--- config.mk ---
export PLATFORM = sky130hd
export DESIGN_NAME = rr_arbiter_4
export DESIGN_NICKNAME = d
export VERILOG_FILES = /design/src/rtl/arb_pkg.sv /design/src/rtl/rr_pick_4.sv /design/src/rtl/rr_arbiter_4.sv
export SDC_FILE = /design/constraint.sdc
export NUM_CORES = 1
export LEC_CHECK = 0
export CAP_MARGIN = 10
export CORE_UTILIZATION = 32
export CTS_BUF_LIST = sky130_fd_sc_hd__clkbuf_4
export CTS_CLUSTER_DIAMETER = 50
export DETAILED_ROUTE_END_ITERATION = 8
export PLACE_DENSITY = 0.63
export SLEW_MARGIN = 30
export SYNTH_ARGS = -nofsm -noshare
export SYNTH_HDL_FRONTEND = slang
export SYNTH_HIERARCHICAL = 1
export SYNTH_SLANG_ARGS = --single-unit
--- constraint.sdc ---
create_clock -name clk -period 2 [get_ports clk]
set_input_delay 0.4 -clock clk [delete_from_list [all_inputs] [get_ports clk]]
set_output_delay 0.4 -clock clk [all_outputs]
set_load 0.05 [all_outputs]
--- src/rtl/arb_pkg.sv ---
`default_nettype none
// +------------------------------------------------------------------+
// | arb_pkg: shared types and constants for the 4-way RR arbiter.     |
// | Revision: 1.0                                                    |
// +------------------------------------------------------------------+
package arb_pkg;

  localparam int NREQ         = 4;
  localparam int DEF_MAX_HOLD = 15;

  // 2'd3 is unused; the FSM decodes it as IDLE.
  typedef enum logic [1:0] {
    IDLE  = 2'd0,
    GRANT = 2'd1,
    GAP   = 2'd2
  } state_t;

endpackage : arb_pkg
`default_nettype wire

--- src/rtl/rr_pick_4.sv ---
`default_nettype none
// +------------------------------------------------------------------+
// | rr_pick_4: rotating-priority select, first set bit from ptr up.   |
// | Revision: 1.0                                                    |
// +------------------------------------------------------------------+
module rr_pick_4
  import arb_pkg::*;
(
  input  logic [NREQ-1:0] req,
  input  logic [1:0]      ptr,
  output logic [1:0]      pick,
  output logic            any
);

  logic       w_found;
  logic [1:0] w_idx;

  always_comb begin
    pick    = ptr;
    w_found = 1'b0;
    w_idx   = ptr;
    for (int k = 0; k < NREQ; k++) begin
      w_idx = ptr + 2'(k);
      if (!w_found && req[w_idx]) begin
        pick    = w_idx;
        w_found = 1'b1;
      end
    end
    any = |req;
  end

endmodule : rr_pick_4
`default_nettype wire

--- src/rtl/rr_arbiter_4.sv ---
`default_nettype none
// +------------------------------------------------------------------+
// | rr_arbiter_4: round-robin arbiter with hold limit and grant count.|
// | Revision: 1.0                                                    |
// +------------------------------------------------------------------+
module rr_arbiter_4
  import arb_pkg::*;
#(
  parameter int MAX_HOLD = DEF_MAX_HOLD,
  parameter int HOLD_W   = 4,
  parameter int CNT_W    = 8
) (
  input  logic             clk,
  input  logic             reset,
  input  logic [NREQ-1:0]  req,
  input  logic [NREQ-1:0]  done,
  output logic [NREQ-1:0]  gnt,
  output logic [1:0]       grant_idx,
  output logic             busy,
  output logic             timeout,
  output logic [CNT_W-1:0] grant_cnt,
  output logic             cnt_ov
);

  state_t             r_state, w_state_nxt;
  logic [HOLD_W-1:0]  r_hold_cnt, w_hold_nxt;
  logic [1:0]         r_ptr, w_ptr_nxt;
  logic [NREQ-1:0]    w_gnt_nxt;
  logic [1:0]         w_idx_nxt;
  logic               w_busy_nxt, w_to_nxt, w_ov_nxt;
  logic [CNT_W-1:0]   w_cnt_nxt;

  logic [1:0]         w_pick;
  logic               w_any;
  logic               w_done_cur, w_hold_exp, w_release;

  rr_pick_4 u_pick (
    .req  (req),
    .ptr  (r_ptr),
    .pick (w_pick),
    .any  (w_any)
  );

  // Only the current grantee's done/req can end a grant.
  assign w_done_cur = done[grant_idx];
  assign w_hold_exp = (r_hold_cnt == HOLD_W'(MAX_HOLD - 1));
  assign w_release  = w_done_cur || !req[grant_idx] || w_hold_exp;

  always_comb begin
    w_state_nxt = r_state;
    w_hold_nxt  = r_hold_cnt;
    w_ptr_nxt   = r_ptr;
    w_gnt_nxt   = gnt;
    w_idx_nxt   = grant_idx;
    w_busy_nxt  = busy;
    w_to_nxt    = 1'b0;
    w_cnt_nxt   = grant_cnt;
    w_ov_nxt    = 1'b0;
    case (r_state)
      GRANT: begin
        w_hold_nxt = r_hold_cnt + HOLD_W'(1);
        if (w_release) begin
          w_state_nxt = GAP;
          w_gnt_nxt   = '0;
          w_busy_nxt  = 1'b0;
          w_hold_nxt  = '0;
          w_ptr_nxt   = grant_idx + 2'd1;
          w_to_nxt    = w_hold_exp && !w_done_cur;
        end
      end
      GAP: begin
        w_state_nxt = IDLE;
      end
      default: begin
        w_gnt_nxt  = '0;
        w_busy_nxt = 1'b0;
        if (w_any) begin
          w_state_nxt = GRANT;
          w_gnt_nxt   = NREQ'(1) << w_pick;
          w_idx_nxt   = w_pick;
          w_busy_nxt  = 1'b1;
          w_hold_nxt  = '0;
          w_cnt_nxt   = grant_cnt + CNT_W'(1);
          w_ov_nxt    = &grant_cnt;
        end
      end
    endcase
  end

  always_ff @(posedge clk) begin
    if (!reset) begin
      r_state    <= IDLE;
      r_hold_cnt <= '0;
      r_ptr      <= '0;
      gnt        <= '0;
      grant_idx  <= '0;
      busy       <= 1'b0;
      timeout    <= 1'b0;
      grant_cnt  <= '0;
      cnt_ov     <= 1'b0;
    end else begin
      r_state    <= w_state_nxt;
      r_hold_cnt <= w_hold_nxt;
      r_ptr      <= w_ptr_nxt;
      gnt        <= w_gnt_nxt;
      grant_idx  <= w_idx_nxt;
      busy       <= w_busy_nxt;
      timeout    <= w_to_nxt;
      grant_cnt  <= w_cnt_nxt;
      cnt_ov     <= w_ov_nxt;
    end
  end

endmodule : rr_arbiter_4
`default_nettype wire
Yosys cells after proc, flatten, opt, wreduce, memory -nomap -nowiden. Cells that the tools add are included.

Output and inout port bits: 17. Register bits after elaboration: 25. Logic and storage cells: 82.

$add $sub $neg: 6. Shifts and indexed selects: 1. Reduce and logical (&&, ||, !) cells: 23. Equality and inequality tests: 4. Bitwise operators: 4. $lt $le $gt $ge: 5. Mux-type cells: 30.

Operators with widths (number): 2-to-1 mux 4 bit (4); case mux 4 bit (2 select lines) (2); less-than comparator 2 x 3 -> 1 bit (second input constant) (5); binary-select mux 1 bit (select 2 bit) (6); 2-to-1 mux 1 bit (11); 2-to-1 mux 2 bit (5); AND reduction 2 bit (5); adder 8 x 1 -> 8 bit (second input constant) (1); AND reduction 8 bit (1); OR reduction 4 bit (2); logical NOT 1 bit (5); adder 2 x 1 -> 2 bit (second input constant) (2); adder 2 bit (second input constant) (2); adder 4 x 1 -> 4 bit (second input constant) (1); equality test 4 bit (second input constant) (1); logical AND 1 bit (4); inverter 1 bit (4); case mux 2 bit (2 select lines) (1); << shifter 1 x 2 -> 4 bit (first input constant) (1); AND reduction 3 bit (1); nonzero test 3 bit (1); equality test 2 x 1 -> 1 bit (second input constant) (1); equality test 2 bit (second input constant) (1); logical OR 1 bit (2); other kinds (4) (4).

Longest topological paths before layout.
Depth in word-level cells: 15. Gate-level depth with buffers: 7. Depth with buffers taken out: 7.

Modules after synthesis. Netlist, hierarchy kept.

By module, submodules not included: rr_arbiter_4 (cells an instance 156, area each 1311.3 um^2, times used 1); rr_pick_4 (cells an instance 16, area each 96.3 um^2, times used 1).

Worst setup path after synthesis. Ideal clock, no wire load.

Kind: reg-to-reg. Start point: register grant_idx[0]. End point: register r_ptr[1]. Path slack: 0.190 ns. Path buffers: 1. Cell stages (with the launch flop): 5. Library setup time: 0.072 ns. Data arrival time: 1.739 ns. Path through: dfxtp_1 buf_6 mux4_2 a21oi_4 mux2i_1.

Cells in the longest elaborated chain, start to end: 6. Elaborated cells on any way between the ends: 9. Classes of those cells: add/sub (1); mux (4); reduce/logical (4).

Ends and longest elaborated chain: from (decl) (line rr_arbiter_4.sv:18) `output logic [1:0] grant_idx,`; from (signal assigned) (line rr_arbiter_4.sv:106) `grant_idx <= w_idx_nxt;`; binary-select mux 1 bit (select 2 bit) (line rr_arbiter_4.sv:47) `assign w_release = w_done_cur || !req[grant_idx] || w_hold_exp;`; 2-to-1 mux 1 bit (implied by the code) (line rr_arbiter_4.sv:47); logical NOT 1 bit (line rr_arbiter_4.sv:47); logical OR 1 bit (2 in a row) (line rr_arbiter_4.sv:47); AND reduction 2 bit (no line); to (signal assigned) (line rr_arbiter_4.sv:104) `r_ptr <= w_ptr_nxt;`; to (decl) (line rr_arbiter_4.sv:27) `logic [1:0] r_ptr, w_ptr_nxt;`.

Parallel ways exist; a longest one is shown, timed or not. The select of a mux whose other input is x is not followed. A chain may end at the register's enable or synchronous reset.

Final worst setup path.
Start point: register gnt[2]. End point: output port gnt[2].

RTL lines: from (decl) (line rr_arbiter_4.sv:17) `output logic [NREQ-1:0] gnt,`; from (signal assigned) (line rr_arbiter_4.sv:105) `gnt <= w_gnt_nxt;`.

No word-level cell between the ends.

==> metrics.txt <==
status complete, no violations; crit-path max FO 2; GPL Wtd Cong 0.7562; fin crit share 0.9607; Clock Sinks 25; Power Density 1016 nW/um2; netlist area before placement 1408 um2; Crit Path Category reg -> out; Max Cap Violations 0; Hold Crit Start grant_cnt[7]; R2R Setup Slk 360 ps; delay-heaviest family, CP buffers and inverters; unrepaired setup endpoints after global routing no; Setup Buffers After CTS 0; PortBufs 26; routed vias 1288; initial core utilization 0.3420; fin. max-slew vios 0; # DRC 0; EDFF count, synth 0; CTS buffer count 3; largest net degree at the start of global routing 17; Pre-antenna DRT Iters 4; Fmax 520.4 MHz; clock root buffer clkbuf_4; number of antenna violations at the first check in global routing 0; CTS tree done; worst endpoint required time 1600 ps; DP Area 1778 um2; synthesized instance count 172; crit path from gnt[2]; ANT nets after route 0; Area growth syn-to-layout 29.07%; die height 68.33 um; synthesized area per cell 8.184 um2; # IOs 27; Internal 1.028 mW; top-count cell post-synth dfxtp_1; number of library cell types mapped by synthesis 41; crit path DAT 1520 ps; final wirelength 3134 um; R2R cell count 7; Most used DFF post-synth dfxtp_1; Sw Ratio 0.4428; share of cells above drive strength 1 0.1359; initial detailed-routing violation count 89; P_sw 0.8171 mW; Largest stage delay, worst path 810 ps; Slew HR 0.6633; via/cell ratio 5.031; post-route cell area 1817 um2; synthesis-stage register bit count 25; Comb pwr share 0.503; H-Tree Depth 1; synth cell count leaders dfxtp_1 (25), nand2_1 (19), a21oi_1 (15), nor2_1 (15), nand3_1 (11); Seq/Total Area, Yosys 0.3556; R2R Path End r_hold_cnt[2]; worst skew pair latency 330 ps; total power 1.845 mW; GRT Total Usage 0.1525; Bufs and invs on worst path 1; vias in the first global route 1151; die area 4668 um2; row count 23; HPWL Detailed 2338 um; Post-Route Setup TNS 0 ps; Worst Max-Slew Pin Slew 504.3 ps; Antenna diodes 0; WHS 482.9 ps; crit-path cells clkdlybuf4s50_1; area of the core 4115 um2; fin crit period 1921 ps; Leakage 0.7839 nW; Startpoint Class register; final core occ 0.4415; Worst Hold Class reg -> reg; Yosys warning total 6; Synth area leader dfxtp_1; syn nets 187; Fillers 424; area share of the leading cell type in the synthesized netlist 0.3556; clock skew 13.87 ps; die width 68.33 um; # hold bufs at CTS 0; Max clock buf depth 2; Final Net Count 222; remaining global-route overflow 0; CP Capture Type primary output; Worst Hold End cnt_ov; reg2reg start r_state[0]; clk slew on worst S/H paths 160 ps; cell depth of the worst hold path 2; final setup violation count 0; Synth area leaders dfxtp_1 (36%), a21oi_1 (5.3%), nand2_1 (5.1%); CP max-delay cell clkdlybuf4s50_1; maximum vdd drop 920.1 uV; first-pass GRT wire length 5444 um; FFs w/ async S/R, synth 0; average wire per standard cell 12.24 um; clock group share of total power 0.138; Hold Fails Final Rpt 0; sequential share of power 0.359
## final cells by class
| cell class | count | area [um2] | share of cell area |
|---|---|---|---|
| timing repair buffer | 39 | 360.3 | 0.1983 |
| tap | 50 | 62.56 | 0.03444 |
| multi-input combinational | 130 | 832.0 | 0.4580 |
| clock buffer | 3 | 22.52 | 0.01240 |
| inverter | 8 | 30.03 | 0.01653 |
| sequential | 25 | 500.5 | 0.2755 |
| clock inverter | 1 | 8.758 | 0.004821 |
## stage by stage
stage,setup slack (ps),instances
final,78.56,256
after global routing,8.338,256
after CTS,13.58,256
after detailed placement,-114.3,252
after global placement,-94.68,252
after floorplan,189.5,172
## worst max path at each step
stage | endpoint | slack [ps] | depth (start not counted)
after floorplan | r_ptr[1] | 190 | 4
after global placement | gnt[0] | -90 | 5
after detailed placement | r_state[0] | -110 | 5
after CTS | grant_cnt[5] | 10 | 1
after global routing | gnt[2] | 8 | 1
final | gnt[2] | 80 | 1
## state kept, by name, summed over array words and instances (netlist names)
name        cells
grant_cnt       8
gnt             4
r_hold_cnt      4
grant_idx       2
r_ptr           2
r_state         2
busy            1
cnt_ov          1
timeout         1
## power by group through the flow
stage	Clock, mW	Combinational, mW	Sequential (mW)
6_report	0.254	0.928	0.663
3_5_place_dp	0	0.938	0.676
3_3_place_gp	0	0.932	0.677
4_1_cts	0.262	0.933	0.666
2_1_floorplan	0	0.504	0.833
5_1_grt	0.288	1.02	0.679
## what timing repair did
item                                    in CTS  in global routing
endpoints found under the setup margin       4                  5
pin swaps                                    0                  0
gates resized for setup                      4                  5
## worst register-to-register path: cells and delay by family (launching register included)
kind	cells	cell delay, ps
buf+inv	2	210
compound gates	2	360
flops	1	390
fa+ha+maj	1	310
simple gates	2	290
## per-layer routing
layer / track usage / vias to the layer above / wire length (um)
met5: 0 / - / 0
met4: 0.02344 / 0 / 18
met3: 0.03500 / 2 / 115
met2: 0.2292 / 30 / 1385
met1: 0.2224 / 586 / 1614
li1: - / 670 / -
## layout by cell type, fill, tap and decap left out, drive strengths merged
| cell | instances |
|---|---|
| o21a | 1 |
| o21bai | 1 |
| mux4 | 2 |
| or2 | 1 |
| dlymetal6s2s | 5 |
| a21oi | 17 |
| xnor2 | 3 |
| and2 | 1 |
| and3b | 2 |
| nand3 | 12 |
| a21o | 1 |
| nor3b | 6 |
| or3 | 3 |
| nand3b | 1 |
| nor3 | 5 |
| a221oi | 1 |
| mux2i | 2 |
| clkbuf | 3 |
| a211oi | 1 |
| nand4b | 2 |
| a31oi | 2 |
| nor4 | 1 |
| and3 | 2 |
| inv | 9 |
| ha | 5 |
| dfxtp | 25 |
| clkdlybuf4s50 | 15 |
| nor2 | 15 |
| nor2b | 5 |
| nand2 | 19 |
| buf | 15 |
| a21bo | 1 |
| xor2 | 3 |
| nand2b | 2 |
| nand4 | 3 |
| o21ai | 10 |
| dlygate4sd2 | 4 |
## kinds of logic after synthesis
group                    share of synthesized area
buffers and inverters                      0.05333
AND/OR/NAND/NOR                             0.3058
adder cells (fa/ha/maj)                    0.04444
multiplexers                               0.04889
flip-flops                                  0.3556
XOR/XNOR                                   0.03734
AO/OA/AOI/OAI                               0.1547
(Power assumes the default switching activity.)
